===== src/rtl/uart_pkg.sv =====
// Shared definitions for the UART transmit arbiter: FSM state encoding and
// the default abort limit for a byte that never completes.
package uart_pkg;

  typedef enum logic [1:0] {
    ST_IDLE = 2'd0,
    ST_SEND = 2'd1,
    ST_GAP  = 2'd2
  } state_t;

  localparam int DEFAULT_TIMEOUT_CYC = 100000;

endpackage


===== src/rtl/rr_arbiter.sv =====
// Combinational round-robin picker: scans upward from the requester after
// the last one served and reports the first active request.
module rr_arbiter
  import uart_pkg::*;
#(
  parameter int NUM_REQ = 4,
  parameter int IDX_W   = $clog2(NUM_REQ)
) (
  input  logic [NUM_REQ-1:0] req_sig,
  input  logic [IDX_W-1:0]   last,
  output logic [IDX_W-1:0]   winner,
  output logic               valid
);

  logic [IDX_W-1:0] cand_s;

  // first requester found at or after last+1 (modulo NUM_REQ) wins
  always_comb begin
    winner = '0;
    valid  = 1'b0;
    cand_s = '0;
    for (int i = 1; i <= NUM_REQ; i++) begin
      cand_s = IDX_W'((int'(last) + i) % NUM_REQ);
      winner = (!valid && req_sig[cand_s]) ? cand_s : winner;
      valid  = valid | req_sig[cand_s];
    end
  end

endmodule


===== src/rtl/uart_tx_arbiter.sv =====
// Shares one UART transmitter between NUM_REQ byte sources: round-robin grant,
// one byte per grant, per-byte abort timer and a one-cycle gap between bytes.
module uart_tx_arbiter
  import uart_pkg::*;
#(
  parameter int NUM_REQ     = 4,
  parameter int TIMEOUT_CYC = DEFAULT_TIMEOUT_CYC,
  parameter int IDX_W       = $clog2(NUM_REQ),
  parameter int CNT_W       = $clog2(TIMEOUT_CYC)
) (
  input  logic                   CLK,
  input  logic                   Rstn,
  input  logic [NUM_REQ-1:0]     Req_Sig,
  input  logic [8*NUM_REQ-1:0]   Req_Data,
  output logic [NUM_REQ-1:0]     Ack_Sig,
  output logic                   Err_Sig,
  output logic                   TX_En_Sig,
  output logic [7:0]             TX_Data,
  input  logic                   TX_Done_Sig,
  output logic                   Busy_Sig,
  output logic [IDX_W-1:0]       Grant_Idx
);

  localparam logic [CNT_W-1:0] CNT_LAST = CNT_W'(TIMEOUT_CYC - 1);
  localparam logic [IDX_W-1:0] LAST_RST = IDX_W'(NUM_REQ - 1);

  state_t               state_r,   state_nx_s;
  logic                 tx_en_r,   tx_en_nx_s;
  logic [7:0]           tx_data_r, tx_data_nx_s;
  logic [IDX_W-1:0]     grant_r,   grant_nx_s;
  logic [IDX_W-1:0]     last_r,    last_nx_s;
  logic [CNT_W-1:0]     cnt_r,     cnt_nx_s;
  logic [NUM_REQ-1:0]   ack_r,     ack_nx_s;
  logic                 err_r,     err_nx_s;
  logic                 busy_r;
  logic [IDX_W-1:0]     win_s;
  logic                 win_valid_s;

  rr_arbiter #(
    .NUM_REQ (NUM_REQ),
    .IDX_W   (IDX_W)
  ) u_rr (
    .req_sig (Req_Sig),
    .last    (last_r),
    .winner  (win_s),
    .valid   (win_valid_s)
  );

  // next-state and next-output decode; Ack/Err default low so they only pulse
  always_comb begin
    state_nx_s   = state_r;
    tx_en_nx_s   = tx_en_r;
    tx_data_nx_s = tx_data_r;
    grant_nx_s   = grant_r;
    last_nx_s    = last_r;
    cnt_nx_s     = cnt_r;
    ack_nx_s     = '0;
    err_nx_s     = 1'b0;
    case (state_r)
      ST_IDLE: begin
        if (win_valid_s) begin
          state_nx_s   = ST_SEND;
          tx_en_nx_s   = 1'b1;
          tx_data_nx_s = Req_Data[{win_s, 3'b000} +: 8];
          grant_nx_s   = win_s;
          cnt_nx_s     = '0;
        end else begin
          tx_en_nx_s   = 1'b0;
        end
      end
      ST_SEND: begin
        // completion wins over a coincident timeout
        if (TX_Done_Sig) begin
          state_nx_s        = ST_GAP;
          tx_en_nx_s        = 1'b0;
          ack_nx_s[grant_r] = 1'b1;
          last_nx_s         = grant_r;
        end else if (cnt_r == CNT_LAST) begin
          state_nx_s = ST_GAP;
          tx_en_nx_s = 1'b0;
          err_nx_s   = 1'b1;
          last_nx_s  = grant_r;
        end else begin
          cnt_nx_s   = cnt_r + CNT_W'(1);
        end
      end
      ST_GAP: begin
        state_nx_s = ST_IDLE;
        tx_en_nx_s = 1'b0;
      end
      default: begin
        state_nx_s = ST_IDLE;
        tx_en_nx_s = 1'b0;
      end
    endcase
  end

  // state and output registers; reset leaves requester 0 next in line
  always_ff @(posedge CLK or negedge Rstn) begin
    if (!Rstn) begin
      state_r   <= ST_IDLE;
      tx_en_r   <= 1'b0;
      tx_data_r <= 8'h00;
      grant_r   <= '0;
      last_r    <= LAST_RST;
      cnt_r     <= '0;
      ack_r     <= '0;
      err_r     <= 1'b0;
      busy_r    <= 1'b0;
    end else begin
      state_r   <= state_nx_s;
      tx_en_r   <= tx_en_nx_s;
      tx_data_r <= tx_data_nx_s;
      grant_r   <= grant_nx_s;
      last_r    <= last_nx_s;
      cnt_r     <= cnt_nx_s;
      ack_r     <= ack_nx_s;
      err_r     <= err_nx_s;
      busy_r    <= (state_nx_s != ST_IDLE);
    end
  end

  assign TX_En_Sig = tx_en_r;
  assign TX_Data   = tx_data_r;
  assign Grant_Idx = grant_r;
  assign Ack_Sig   = ack_r;
  assign Err_Sig   = err_r;
  assign Busy_Sig  = busy_r;

endmodule

===== config.mk =====
export PLATFORM = sky130hd
export DESIGN_NAME = uart_tx_arbiter
export DESIGN_NICKNAME = d
export VERILOG_FILES = /design/src/rtl/uart_pkg.sv /design/src/rtl/rr_arbiter.sv /design/src/rtl/uart_tx_arbiter.sv
export SDC_FILE = /design/constraint.sdc
export NUM_CORES = 1
export LEC_CHECK = 0
export BUFFER_PORTS_ARGS = -buffer_cell sky130_fd_sc_hd__buf_2
export CORE_MARGIN = 3
export CORE_UTILIZATION = 35
export CTS_BUF_LIST = sky130_fd_sc_hd__clkbuf_4
export CTS_CLUSTER_SIZE = 8
export DETAILED_ROUTE_END_ITERATION = 8
export GPL_ROUTABILITY_DRIVEN = 1
export PLACE_DENSITY_LB_ADDON = 0.2
export SLEW_MARGIN = 20
export SYNTH_ARGS = -nofsm -noshare
export SYNTH_HDL_FRONTEND = slang
export SYNTH_SLANG_ARGS = --single-unit

===== constraint.sdc =====
create_clock -name CLK -period 4.6 [get_ports CLK]
set_input_delay 0.46 -clock CLK [delete_from_list [all_inputs] [get_ports CLK]]
set_output_delay 0.46 -clock CLK [all_outputs]
set_load 0.01 [all_outputs]

Word level (Yosys, flattened, before mapping)
Index checks and enable logic that the tools add are counted.
{ "classes": {"eq_ne": 6, "muxes": 33, "n_shift": 1, "n_reduce_logical": 14, "magnitude_cmp": 6, "addsub": 5, "bitwise": 3} }
{ "op_table": {"columns": ["op", "n"], "rows": [
  ["$mux 17", 3],
  ["$pmux 17 s2", 1],
  ["$shiftx 32x6->8", 1],
  ["$mux 2", 9],
  ["$add 17x1->17 const B", 1],
  ["$eq 17x17->1 const B", 1],
  ["$lt 2x3->1 const B", 5],
  ["$mux 1", 11],
  ["$bmux 1 s2", 4],
  ["$mux 4", 2],
  ["$reduce_bool 2->1", 3],
  ["$add 2x1->2 const B", 2],
  ["$add 2x2->2 const B", 2],
  ["$logic_and 1x1->1", 4],
  ["$ne 2x2->1 const B", 2],
  ["$pmux 2 s2", 1],
  ["$reduce_and 2->1", 2],
  ["$reduce_and 4->1", 1],
  ["$logic_not 1->1", 3],
  ["$ne 3x3->1 const B", 1],
  ["$or 1x1->1", 3],
  ["$demux 1 s2", 1],
  ["$eq 2x1->1 const B", 1],
  ["$ge 2x1->1 const B", 1],
  ["other kinds (3)", 3]
]} }
{ "word_totals": {"word_cells": 77, "inputBits": 39, "regBits": 38, "output_inout_bits": 17} }

Longest topological paths before layout
Gate-level depths: netlist (run 1).
{ "depth": {"ltp_word": 9, "mapped_depth": 7, "depth_no_buf": 6} }

Cells and area by module
From an unflattened synthesis (run 1), not the netlist that was laid out.
{ "hier_totals": {"hier_cells": 222, "area_unflattened_um2": 2159.6} }
{ "by_module_without_submodules": {"columns": ["module", "seq_area_each_um2", "cells_each", "area_per_inst_um2", "n_inst"], "rows": [
  ["uart_tx_arbiter", 953.4, 208, 2068.2, 1],
  ["rr_arbiter", 0.0, 14, 91.3, 1]
]} }

Worst setup path before layout (run 1)
Ideal clock, no wire load.
{ "synth_timing": {"path_kind": "reg-to-reg", "from": "register cnt_r[13]", "to": "register last_r[0]", "arrival_time_ns": 1.826, "slack_ns": 2.689, "synth_period_minus_slack_ns": 1.911, "setup_ns": 0.085, "stages_incl_launch_ff": 5, "required_ns": 4.515, "cell_sequence": "dfrtp_1 > or4_4 > nor4_4 > o21a_1 > mux2_1"} }
{ "synth_between": {"elab_chain_len": 3} }
{ "synth_lines": {"columns": ["element", "line_no", "rtl"], "rows": [
  ["start: declaration", "uart_tx_arbiter.sv:32", "logic [CNT_W-1:0] cnt_r, cnt_nx_s;"],
  ["start signal: assignment", "uart_tx_arbiter.sv:116", "cnt_r <= cnt_nx_s;"],
  ["$eq 17x17->1", "uart_tx_arbiter.sv:78", "end else if (cnt_r == CNT_LAST) begin"],
  ["$reduce_bool 2->1 (no line)", null, null],
  ["$reduce_and 2->1 (no line)", null, null],
  ["end signal: assignment", "uart_tx_arbiter.sv:115", "last_r <= last_nx_s;"],
  ["end: declaration", "uart_tx_arbiter.sv:31", "logic [IDX_W-1:0] last_r, last_nx_s;"]
]} }
No other way between the ends.
A chain may end at the register's enable or synchronous reset.

Worst setup path in the final report (run 1)
{ "layout_timing": {"from": "register last_r[0]", "to": "register tx_data_r[2], in the netlist TX_Data[2]"} }
{ "layout_between": {"elab_chain_len": 9} }
{ "layout_lines": {"columns": ["element", "line_no", "rtl"], "rows": [
  ["$add 2x1->2 or $add 2x2->2 (tied branches)", "rr_arbiter.sv:23", "cand_s = IDX_W'((int'(last) + i) % NUM_REQ);"],
  ["$bmux 1 s2", "rr_arbiter.sv:24, rr_arbiter.sv:25", null],
  ["$mux 1 (implied by the code)", "rr_arbiter.sv:24, rr_arbiter.sv:25", null],
  ["$logic_not 1->1 or $or 1x1->1 (tied branches)", "rr_arbiter.sv:24, rr_arbiter.sv:25", null],
  ["$logic_and 1x1->1, or another cell as far along", "rr_arbiter.sv:24", "winner = (!valid && req_sig[cand_s]) ? cand_s : winner;"],
  ["$mux 2, or another cell as far along", "rr_arbiter.sv:24", null],
  ["$mux 2 or $logic_and 1x1->1 (tied branches)", "rr_arbiter.sv:24", null],
  ["$mux 2", "rr_arbiter.sv:24", null],
  ["$shiftx 32x6->8", "uart_tx_arbiter.sv:64", "tx_data_nx_s = Req_Data[{win_s, 3'b000} +: 8];"],
  ["end signal: assignment", "uart_tx_arbiter.sv:113", "tx_data_r <= tx_data_nx_s;"],
  ["end: declaration", "uart_tx_arbiter.sv:29", "logic [7:0] tx_data_r, tx_data_nx_s;"]
]} }
Parallel ways exist; a longest one is shown, timed or not. The select of a mux whose other input is x is not followed.

==> results by group, run 1 <==
Hold path
  – Worst Hold Class: input pin to asynchronous set/reset pin

Global routing
  – Total GRT Usage: 0.155
  – Initial antenna violation count: 0
  – Pin count of the biggest net entering global routing: 39
  – GRT Residual Overflow: 0
  – Vias in the first global route: 1686
  – Global-route wire length before repair: 7910 um

Die
  – Die Area: 6620 um^2
  – Initial core utilization: 0.375
  – Total core area: 5300 um^2
  – Die height: 81.4 um
  – Die W: 81.4 um
  – I/O pin total: 56
  – Rows: 26

Timing
  – Post-route clock period utilization: 0.480
  – RSZ-0062 raised after global routing: no
  – Setup violations, final: 0
  – Post-layout min period: 2.21 ns
  – Final hold viol count: 0
  – F_max: 0.453 GHz
  – Relative slew slack: 0.452
  – Hold_ws: 0.198 ns
  – Post-Route Setup TNS: 0 ns
  – Worst slew pin tran: 0.821 ns
  – Pins over their slew limit: 0
  – Fin Clk Skew: 0.0114 ns

Placement
  – Placer Congestion: 0.789
  – Area after DPL: 2340 um^2
  – Post-Place Cells: 326
  – HPWL Detailed: 3350 um
  – Buffers on Ports: 55

Power
  – Power Dens Cells: 458 nW/um^2
  – Peak supply drop: 320 uV
  – Leak: 1.12 nW

Detailed routing
  – WL met3: 268 um
  – DRC: 0
  – Detail-routed via count per cell: 5.12
  – Total number of vias: 1710
  – Antenna viol nets, final: 0
  – Metal2 WL: 2030 um
  – Drt initial violations: 80
  – Uppermost layer routed: met4
  – Metal-1 WL: 2120 um
  – Detailed Route WL: 4480 um
  – DRT Pass-1 Iters: 4
  – WL per Instance: 13.4 um

Synth
  – Sequential fraction of the synthesis area: 0.480
  – Post-synthesis cell count: 205
  – Number of library cell types mapped by synthesis: 42
  – Main flop type after synthesis: dfrtp_1
  – Synth Net Count: 245
  – Register bit count reported by yosys: 38
  – Area of the mapped netlist: 1990 um^2
  – Ys Warns: 0
  – Post-synthesis async set-or-reset flop share: 1.00
  – Avg Cell Area, Syn: 9.70 um^2
  – Post-synth EDFFs: 0

Cells and area
  – Fillers: 544
  – Final net count: 303
  – Cell area after layout: 2390 um^2
  – Final Non-Filler Cells: 334
  – Share of layout cells above drive strength 1: 0.277
  – N_diodes: 0
  – Area delta synth->final: 20.4%

Clocking
  – Clk sink count: 38
  – Post-CTS setup buffer count: 0
  – CTS Buffer Depth: 2
  – CTS resizes: 0
  – Root buffer cell: clkbuf_4
  – Number of H-tree levels: 2
  – TritonCTS clock tree: yes
  – Worst skew pair latency: 0.34 ns
  – Hold_buf cts: 0
  – CTS Buf Count: 5
  – Worst-path clk slew: 0.11 ns

Critical path
  – Worst setup SP type: register
  – Worst Setup Path Type: register to register
  – R2R depth: 5
  – Worst endpoint required time: 4.85 ns
  – CP endpoint kind: register
  – Worst Path Max Fanout: 16
  – Worst path arrival time: 2.46 ns

Job
  – MaxCap Viol Count: 0

Status
  – Outcome: completed
## path summary, 6_finish.rpt
check / from / endpoint / slack (ns)
max: last_r[0]$_DFFE_PN1P_ / TX_Data[2]$_DFFE_PN0P_ / 2.39
min: Rstn / cnt_r[3]$_DFFE_PN0P_ / 0.20
max reg2reg: last_r[0]$_DFFE_PN1P_ / TX_Data[2]$_DFFE_PN0P_ / 2.39
min reg2reg: cnt_r[3]$_DFFE_PN0P_ / cnt_r[3]$_DFFE_PN0P_ / 0.53
max in group asynchronous: Rstn / cnt_r[9]$_DFFE_PN0P_ / 3.87
min in group CLK: TX_Done_Sig / Err_Sig$_DFF_PN0_ / 0.34
## layout make-up
class | instances | area [um^2] | share of cell area
clock buffer | 6 | 45.0 | 0.0188
clock inverter | 2 | 8.76 | 0.00366
inverter | 11 | 41.3 | 0.0173
multi-input combinational | 151 | 975 | 0.407
sequential | 38 | 953 | 0.398
tap | 70 | 87.6 | 0.0366
timing repair buffer | 56 | 283 | 0.118
## layer usage
| metal | GRT usage | up-vias |
|---|---|---|
| met5 | 0 | - |
| met4 | 0.0456 | 0 |
| met3 | 0.0388 | 7 |
| met2 | 0.236 | 50 |
| met1 | 0.215 | 794 |
| li1 | - | 859 |
## synth_stat cells (all sizes together) (3+ instances only)
cell type   n  area share
a31oi       8       0.025
nor2b       5       0.016
and3        4       0.013
xnor2       4       0.018
dfrtp      36        0.45
nor3        4       0.010
xor2        4       0.018
mux2i      12       0.060
and4        4       0.018
nor2       25       0.048
nand3       6       0.015
nand2      20       0.038
o21ai      11       0.031
clkbuf      3      0.0057
a211oi     17       0.064
nand4       4       0.013
inv        11       0.021
## cells by family (layout without fill, tap and decap cells)
logic type,Yosys count,in the layout,share of synthesized area
adders and majority gates,1,1,0.00629
buffers and inverters,16,75,0.0327
and+or+nand+nor,86,86,0.232
DFF,38,38,0.480
muxes,13,13,0.0661
xor gates and xnor gates,8,8,0.0352
AOI/OAI and AO/OA,43,43,0.148
## cell usage in the layout (no fill, tap or decap), types with 2 or more instances in the layout
master	netlist	final
and4_1	4	4
a31oi_1	8	8
nor3_1	4	4
dfstp_2	2	2
a21oi_1	2	2
nand2_1	20	20
mux2i_1	12	12
nor2b_1	5	5
nor3b_1	2	2
buf_2	1	55
nand3_1	6	6
clkbuf_4	0	6
o21ai_0	7	7
o21ai_1	2	2
or3_1	2	2
inv_1	11	11
and3_1	4	4
nand4_1	4	4
dfrtp_1	36	36
o21ai_2	2	2
a211oi_1	17	16
xor2_1	4	4
nor2_1	24	24
nand2b_1	2	2
xnor2_1	4	4
## through the flow
step / power, mW / setup slack (ns) / util
final: 1.10 / 2.39 / 0.451
after CTS: 1.11 / 2.37 / 0.451
after detailed placement: 0.940 / 2.29 / 0.441
after global placement: 0.937 / 2.34 / 0.441
after global routing: 1.19 / 2.14 / 0.451
after floorplan: 0.779 / 2.69 / -
## state kept, by name (all words and copies together) (netlist names)
signal / flops
cnt_r: 17
TX_Data: 8
Ack_Sig: 4
Grant_Idx: 2
last_r: 2
state_r: 2
Busy_Sig: 1
Err_Sig: 1
TX_En_Sig: 1
## power by group
| group | leakage [nW] | internal [mW] | switching [mW] |
|---|---|---|---|
| Clock | 0.0331 | 0.0634 | 0.104 |
| Sequential | 0.486 | 0.422 | 0.0603 |
| Combinational | 0.602 | 0.172 | 0.273 |
| Total | 1.12 | 0.658 | 0.438 |
## critical path: stages, from the launching register on
cell and delay (ns):
dfstp_2 0.58, nor2b_1 0.07, o21ai_2 0.33, and3_1 0.70, a211oi_1 0.19, a211oi_1 0.24
(Power assumes the default switching activity.)
==> run 2, diff against run 1 <==
Settings changed: ABC_AREA set to 1.
Clock period 4.6 ns to 1.85 ns, I/O delays scaled along.
==> run 2 against run 1 <==
Effect of this change:
- the flow now finishes with violations (negative setup slack)
- sequential share of layout area down 12 points
- global-route usage up 0.86 points
- routed wire length up 47%
- first-iteration DRC count up 21%
- synthesized cell count up 68%
==> results by group, run 2 <==
Synth
  – Share of the synthesized area in the top cell type: 0.365 (-0.0876)
  – Top cells by count, synth: nand2_1, inv_1, nand3_1
  – Main flop type after synthesis: dfrtp_1
  – Synth Net Count: 385 (+57%)
  – Sequential fraction of the synthesis area: 0.387 (-0.0927)
  – Area of the mapped netlist: 2460 um^2 (+24%)
  – Ys Warns: 0 (unchanged)
  – Largest cells by area after synthesis: dfrtp_1, nand2_1, nand3_1, inv_1, nand4_1
  – Count leader, synth: nand2_1
  – Avg Cell Area, Syn: 7.14 um^2 (-26%)
  – Register bit count reported by yosys: 38 (unchanged)
  – Synth area leader: dfrtp_1
  – Number of library cell types mapped by synthesis: 31 (-26%)
  – Post-synthesis cell count: 345 (+68%)
  – Post-synthesis async set-or-reset flop share: 1.00 (unchanged)
  – Post-synth EDFFs: 0 (unchanged)

Cells and area
  – Fillers: 653 (+20%)
  – Cell area after layout: 3410 um^2 (+42%)
  – Max reg flops: 17 (unchanged)
  – Area delta synth->final: 38.2%
  – Commonest non-fill, non-tap cell in the layout: nand2_1
  – Share of layout cells above drive strength 1: 0.378 (+0.102)
  – N_diodes: 0 (unchanged)
  – Reg with most FFs: cnt_r
  – Commonest non-fill, non-tap cells in the layout: nand2_1, buf_2, inv_1, dfrtp_1, buf_4
  – Final net count: 483 (+59%)

Timing
  – Worst slew pin tran: 0.486 ns (-0.335 ns)
  – Relative slew slack: 0.676 (+0.223)
  – Final setup margin: -0.160 ns (-2.55 ns)
  – Final hold viol count: 0 (unchanged)
  – Hold_ws: 0.0516 ns (-0.147 ns)
  – F_max: 0.498 GHz (+9.8%)
  – Post-layout min period: 2.01 ns (-0.197 ns)
  – Post-route clock period utilization: 1.09 (+0.607)
  – Setup violations, final: 26 (+26)
  – Pins over their slew limit: 0 (unchanged)
  – RSZ-0062 raised after global routing: yes
  – Fin Clk Skew: 0.00640 ns (-0.00504 ns)

Clocking
  – Clk sink count: 38 (unchanged)
  – TritonCTS clock tree: yes
  – Worst-path clk slew: 0.12 ns (about the same)
  – Worst skew pair latency: 0.34 ns (about the same)
  – Number of H-tree levels: 2 (unchanged)
  – Root buffer cell: clkbuf_4
  – CTS Buf Count: 5 (unchanged)
  – CTS Buffer Depth: 2 (unchanged)

Die
  – Die Area: 8090 um^2 (+22%)
  – Total core area: 6570 um^2 (+24%)
  – Initial core utilization: 0.375 (about the same)
  – Die W: 89.9 um (+11%)
  – Rows: 29 (+12%)
  – I/O pin total: 56 (unchanged)
  – Die height: 89.9 um (+11%)

Detailed routing
  – Antenna viol nets, final: 0 (unchanged)
  – Drt initial violations: 97 (+21%)
  – DRT Pass-1 Iters: 5 (+1)
  – Detail-routed via count per cell: 4.67 (-8.7%)
  – DRC: 0 (unchanged)
  – Detailed Route WL: 6600 um (+47%)
  – Total number of vias: 2509 (+47%)
  – WL per Instance: 12.3 um (-8.3%)

Critical path
  – Slowest cell on crit path: dfstp_2
  – R2R depth: 12 (+7)
  – Crit-path cells: buf_6 > nand2_1 > nand2_2 > nand2_2 > nand2_4 > inv_4 > nand3_4 > buf_4 > nand3_4 > or2_2 > nand3_1 > nand3_1
  – Crit Reg-Reg Startpoint: last_r[0]$_DFFE_PN1P_
  – Worst setup SP type: register
  – Worst Path Max Fanout: 6 (-10)
  – Worst path arrival time: 2.25 ns (-0.21 ns)
  – Worst Setup Path Type: register to register
  – Slowest cell delay on critical path: 0.62 ns (-0.08 ns)
  – CP endpoint kind: register
  – Worst endpoint required time: 2.09 ns (-2.76 ns)
  – Worst reg2reg path endpoint: TX_Data[6]$_DFFE_PN0P_
  – Worst R2R Setup Slack: -0.16 ns (-2.55 ns)
  – Crit-path leading delay family: simple AND/OR/NAND/NOR gates
  – Critical path buffer and inverter count: 3 (+3)

Placement
  – Placer Congestion: 0.835 (+5.9%)
  – Area after DPL: 2970 um^2 (+27%)
  – Buffers on Ports: 55 (unchanged)
  – HPWL Detailed: 4550 um (+36%)

Power
  – Power Dens Cells: 1720 nW/um^2 (+270%)
  – Peak supply drop: 810 uV (+150%)
  – Leak: 1.83 nW (+64%)

Status
  – Outcome: complete, but fails checks
  – Failing checks: negative setup slack

Global routing
  – GRT Residual Overflow: 0 (unchanged)
  – Total GRT Usage: 0.163 (+0.00857)
  – Global-route wire length before repair: 11000 um (+39%)
  – Vias in the first global route: 2435 (+44%)
  – Initial antenna violation count: 0 (unchanged)
  – Pin count of the biggest net entering global routing: 39 (unchanged)

Hold path
  – Worst Hold Class: input pin to register
  – Hold Crit Start: TX_Done_Sig
  – Hold endpoint: Err_Sig$_DFF_PN0_
  – Hold depth: 2

Job
  – MaxCap Viol Count: 0 (unchanged)
[run 2: changes by cell type after synthesis, moves of 6 or more]
cell	change
or2_2	+6
nand2_1	+85
a211oi_1	-17
inv_1	+34
nand3_1	+34
mux2i_1	-12
nor2_1	-6
nor3_1	+6
a31oi_1	-8
nand4_1	+10
nand2_2	+13
[run 2: per-stage QoR]
| stage | cells | power [mW] | setup slack (ns) | util | setup TNS (ns) |
|---|---|---|---|---|---|
| final | 537 | 5.84 | -0.160 | 0.519 | -2.32 |
| after global routing | 537 | 6.34 | -0.246 | 0.519 | -5.20 |
| after CTS | 528 | 5.38 | -0.102 | 0.494 | -1.05 |
| after detailed placement | 509 | 4.30 | -0.248 | 0.452 | -3.29 |
| after global placement | 509 | 4.28 | -0.227 | 0.452 | -2.54 |
| after floorplan | 345 | 3.45 | 0.00155 | - | 0 |
[run 2: worst reg2reg max path: cells and delay by family (launching register included)]
| kind | cells | cell delay, ns |
|---|---|---|
| simple gates | 9 | 0.98 |
| flops | 1 | 0.62 |
| buf+inv | 3 | 0.31 |
[run 2: cells by family (layout without fill, tap and decap cells)]
logic type / Yosys count / after routing / synth area share
fa+ha+maj: 1 / 1 / 0.00508
flops: 38 / 38 / 0.387
xor+xnor: 10 / 10 / 0.0355
compound gates: 16 / 16 / 0.0340
buf+inv: 58 / 154 / 0.107
simple gates: 222 / 225 / 0.432
[run 2: layer usage]
metal	track usage	vias to the layer above	share of wire
li1	-	1296	-
met1	0.227	1161	0.49
met2	0.257	47	0.46
met3	0.0326	5	0.039
met4	0.0497	0	0.0086
met5	0	-	0
[run 2: where the power goes]
part | switching [mW] | leakage (nW) | internal (mW)
logic | 2.39 | 1.31 | 1.80
clock network | 0.282 | 0.0331 | 0.158
registers | 0.146 | 0.495 | 1.07
[run 2: area by class of cell]
class	count	area, um^2	area share
clock buffer	6	45.0	0.0132
clock inverter	2	8.76	0.00257
timing repair buffer	97	639	0.188
inverter	49	191	0.0562
multi-input combinational	252	1450	0.426
sequential	38	953	0.280
tap	93	116	0.0342
[run 2: worst max path at each step]
stage                          start                  endpoint  slack (ns)  cells after the start
6_report       last_r[0]$_DFFE_PN1P_    TX_Data[6]$_DFFE_PN0P_       -0.16                     12
5_1_grt        last_r[0]$_DFFE_PN1P_  Grant_Idx[1]$_DFFE_PN0P_       -0.25                     12
4_1_cts        last_r[0]$_DFFE_PN1P_    TX_Data[6]$_DFFE_PN0P_       -0.10                     11
3_5_place_dp   last_r[0]$_DFFE_PN1P_    TX_Data[5]$_DFFE_PN0P_       -0.25                     12
3_3_place_gp   last_r[0]$_DFFE_PN1P_    TX_Data[0]$_DFFE_PN0P_       -0.23                     12
2_1_floorplan  last_r[0]$_DFFE_PN1P_    TX_Data[4]$_DFFE_PN0P_       0.002                     14
[run 2: timing repair]
action                                  in CTS  in global routing
buffers inserted                             7                  8
pin swaps                                    1                  6
hold buffers                                 1                  0
endpoints found under the setup margin      27                 28
hold endpoints to repair                    36                  0
cloned                                       3                  1
resized for setup                           30                 25
==> run 3, diff against run 2 <==
Settings changed: CELL_PAD_IN_SITES_DETAIL_PLACEMENT set to 0, CELL_PAD_IN_SITES_GLOBAL_PLACEMENT set to 1, REMOVE_ABC_BUFFERS set to 1, SYNTH_HIERARCHICAL set to 1.
==> run 3 against run 2 <==
Effect of this change:
- the run still ends with negative setup slack left
- critical path depth increased by 1
- routed wire length decreased by 4.3%
- clock skew increased by 0.0045 ns
- sequential cell count unchanged
- register-to-register slack improved by 0.03 ns
- largest power group unchanged
- combinational power decreased by 21%
- sequential share of layout area increased by 2.9 points
==> results by group, run 3 <==
Status
  – Outcome: complete, but fails checks
  – Failing checks: negative setup slack

Critical path
  – CP endpoint kind: register
  – Slowest cell on crit path: dfstp_2
  – Worst setup SP type: register
  – Crit Reg-Reg Startpoint: last_r[0]$_DFFE_PN1P_
  – Slowest cell delay on critical path: 0.65 ns (+0.03 ns)
  – Worst path arrival time: 2.27 ns (+0.02 ns)
  – Worst reg2reg path endpoint: TX_Data[3]$_DFFE_PN0P_
  – Worst Setup Path Type: register to register
  – R2R depth: 13 (+1)
  – Worst Path Max Fanout: 8 (+2)
  – Worst endpoint required time: 2.14 ns (+0.05 ns)
  – Crit-path cells: inv_6 > nand2_2 > nand2_2 > nand2_4 > nand2_4 > nor2_4 > nand4_1 > nand3_2 > buf_6 > nor2_1 > nor2_1 > o21ai_2 > a31oi_1
  – Worst R2R Setup Slack: -0.13 ns (+0.03 ns)

Global routing
  – GRT Residual Overflow: 0 (unchanged)
  – Vias in the first global route: 2250 (-7.6%)
  – Initial antenna violation count: 0 (unchanged)
  – Global-route wire length before repair: 10600 um (-3.8%)
  – Total GRT Usage: 0.173 (+0.00999)
  – Pin count of the biggest net entering global routing: 39 (unchanged)

Hold path
  – Worst Hold Class: input pin to register
  – Hold Crit Start: TX_Done_Sig
  – Hold depth: 2 (unchanged)
  – Hold endpoint: Err_Sig$_DFF_PN0_

Clocking
  – Worst skew pair latency: 0.35 ns (about the same)
  – Root buffer cell: clkbuf_4
  – Number of H-tree levels: 2 (unchanged)
  – Clk sink count: 38 (unchanged)
  – Worst-path clk slew: 0.12 ns (about the same)
  – TritonCTS clock tree: yes
  – CTS Buffer Depth: 2 (unchanged)
  – CTS Buf Count: 5 (unchanged)

Synth
  – Post-synth EDFFs: 0 (unchanged)
  – Share of the synthesized area in the top cell type: 0.377 (+0.0119)
  – Sequential fraction of the synthesis area: 0.399 (+0.0126)
  – Area of the mapped netlist: 2390 um^2 (-3.1%)
  – Register bit count reported by yosys: 38 (unchanged)
  – Post-synthesis cell count: 336 (-2.6%)
  – Post-synthesis async set-or-reset flop share: 1.00 (unchanged)
  – Synth area leader: dfrtp_1
  – Count leader, synth: nand2_1
  – Number of library cell types mapped by synthesis: 31 (unchanged)
  – Top cells by count, synth: nand2_1, nor2_1, dfrtp_1
  – Main flop type after synthesis: dfrtp_1
  – Largest cells by area after synthesis: dfrtp_1, nand2_1, nor2_1, nand3_1, o21ai_0
  – Avg Cell Area, Syn: 7.11 um^2 (-0.55%)
  – Ys Warns: 6 (+6)

Cells and area
  – Commonest non-fill, non-tap cell in the layout: nand2_1
  – Max reg flops: 17 (unchanged)
  – Cell area after layout: 3090 um^2 (-9.4%)
  – Storage cell area: 953 um^2 (unchanged)
  – Final net count: 456 (-5.6%)
  – Area delta synth->final: 29.3%
  – Commonest non-fill, non-tap cells in the layout: nand2_1, nor2_1, buf_2, dfrtp_1, nand3_1
  – Fillers: 665 (+1.8%)
  – Reg with most FFs: cnt_r
  – Share of layout cells above drive strength 1: 0.293 (-0.0858)
  – N_diodes: 0 (unchanged)
  – Area occupied by multi-input gates: 1300 um^2 (-10%)

Die
  – Die W: 88.6 um (-1.5%)
  – Die height: 88.6 um (-1.5%)
  – Total core area: 6490 um^2 (-1.1%)
  – Rows: 29 (unchanged)
  – Initial core utilization: 0.368 (-0.00775)
  – Die Area: 7850 um^2 (-2.9%)
  – I/O pin total: 56 (unchanged)

Timing
  – Worst slew pin tran: 0.505 ns (+0.0188 ns)
  – Relative slew slack: 0.663 (-0.0126)
  – Pins over their slew limit: 0 (unchanged)
  – F_max: 0.504 GHz (+1.4%)
  – Setup violations, final: 24 (-7.7%)
  – Post-Route Setup TNS: -1.68 ns (+0.644 ns)
  – Post-route clock period utilization: 1.07 (-0.0149)
  – Final hold viol count: 0 (unchanged)
  – Final setup margin: -0.132 ns (+0.0275 ns)
  – Hold_ws: 0.0352 ns (-0.0164 ns)
  – Fin Clk Skew: 0.0109 ns (+0.00447 ns)
  – RSZ-0062 raised after global routing: yes
  – Post-layout min period: 1.98 ns (-0.0275 ns)

Detailed routing
  – Uppermost layer routed: met4
  – DRT Pass-1 Iters: 4 (-1)
  – WL per Instance: 12.8 um (+4.0%)
  – WL met3: 250 um (-3.5%)
  – Metal2 WL: 2970 um (-1.9%)
  – Antenna viol nets, final: 0 (unchanged)
  – Drt initial violations: 119 (+23%)
  – Detailed Route WL: 6320 um (-4.3%)
  – DRC: 0 (unchanged)
  – Total number of vias: 2341 (-6.7%)
  – Metal-1 WL: 3030 um (-7.0%)
  – Detail-routed via count per cell: 4.74 (+1.4%)

Power
  – Total power: 4.98 mW (-15%)
  – Power Dens Cells: 1610 nW/um^2 (-5.9%)
  – Leak: 1.51 nW (-18%)
  – Peak supply drop: 711 uV (-12%)

Placement
  – HPWL Detailed: 4510 um (-0.84%)
  – Placer Congestion: 0.832 (-0.43%)
  – Area after DPL: 2880 um^2 (-3.0%)
  – Placement Setup Slack: -0.279 ns (-0.0305 ns)
  – Buffers on Ports: 55 (unchanged)

Job
  – MaxCap Viol Count: 0 (unchanged)
==> run 3: cell types whose count changed after synthesis, sizes merged, moves of 2 or more <==
cell   before  now
a31oi       0    8
inv        49   23
nand2     119   96
nand3      44   32
nand4      14    5
nor2       21   71
nor3       10    7
nor4        3    0
o21ai      12   28
or2        10    0
xnor2       1    3
xor2        9    6
==> run 3: per-stage QoR <==
stage / utilization / std cells
after detailed placement: 0.443 / 478
after floorplan: - / 326
after global placement: 0.443 / 478
after CTS: 0.475 / 494
after global routing: 0.475 / 494
final: 0.475 / 494
==> run 3: report_power, final <==
part	switching, mW	internal (mW)	leakage [nW]
logic	1.84	1.48	0.990
registers	0.163	1.06	0.488
clock network	0.286	0.158	0.0331
==> run 3: logic make-up after synthesis <==
logic type                 count (synthesis)  share of synthesized area
buffers and inverters                     34                     0.0687
xor gates and xnor gates                   9                     0.0330
DFF                                       38                      0.399
AOI/OAI and AO/OA                         41                     0.0922
adders and majority gates                  1                    0.00524
and+or+nand+nor                          213                      0.401
==> run 3: worst max-delay path: cells and delay by family (launching register included) <==
| kind | cells | cell delay, ns |
|---|---|---|
| flip-flops | 1 | 0.65 |
| AO/OA/AOI/OAI | 2 | 0.20 |
| buffers and inverters | 2 | 0.23 |
| AND/OR/NAND/NOR | 9 | 0.86 |
==> run 3: how the worst max path moves through the flow <==
| stage | slack (ns) | from | cells past startpoint | endpoint |
|---|---|---|---|---|
| 2_1_floorplan | -0.36 | last_r[0]$_DFFE_PN1P_ | 11 | TX_Data[0]$_DFFE_PN0P_ |
| 3_5_place_dp | -0.28 | last_r[0]$_DFFE_PN1P_ | 12 | TX_Data[3]$_DFFE_PN0P_ |
| 6_report | -0.13 | last_r[0]$_DFFE_PN1P_ | 13 | TX_Data[3]$_DFFE_PN0P_ |
| 3_3_place_gp | -0.20 | last_r[0]$_DFFE_PN1P_ | 12 | TX_Data[5]$_DFFE_PN0P_ |
| 4_1_cts | -0.1 | last_r[0]$_DFFE_PN1P_ | 13 | TX_Data[0]$_DFFE_PN0P_ |
| 5_1_grt | -0.31 | last_r[0]$_DFFE_PN1P_ | 12 | TX_Data[7]$_DFFE_PN0P_ |
==> run 3: area by class of cell <==
class	count	area share
clock buffer	6	0.0146
clock inverter	2	0.00284
inverter	24	0.0349
multi-input combinational	264	0.422
sequential	38	0.309
tap	77	0.0312
timing repair buffer	83	0.186
==> run 3: per-layer routing <==
metal  vias up  track usage
li1       1247            -
met1      1046        0.242
met2        42        0.275
met3         6       0.0354
met4         0       0.0440
met5         -            0
==> run 3: what timing repair did <==
action,4_1_cts,5_1_grt
hold endpoints to repair,36,0
pin swaps,10,3
setup endpoints to repair,27,30
buffers inserted,4,0
gates cloned,3,0
resized for setup,34,2
hold buffers,1,0
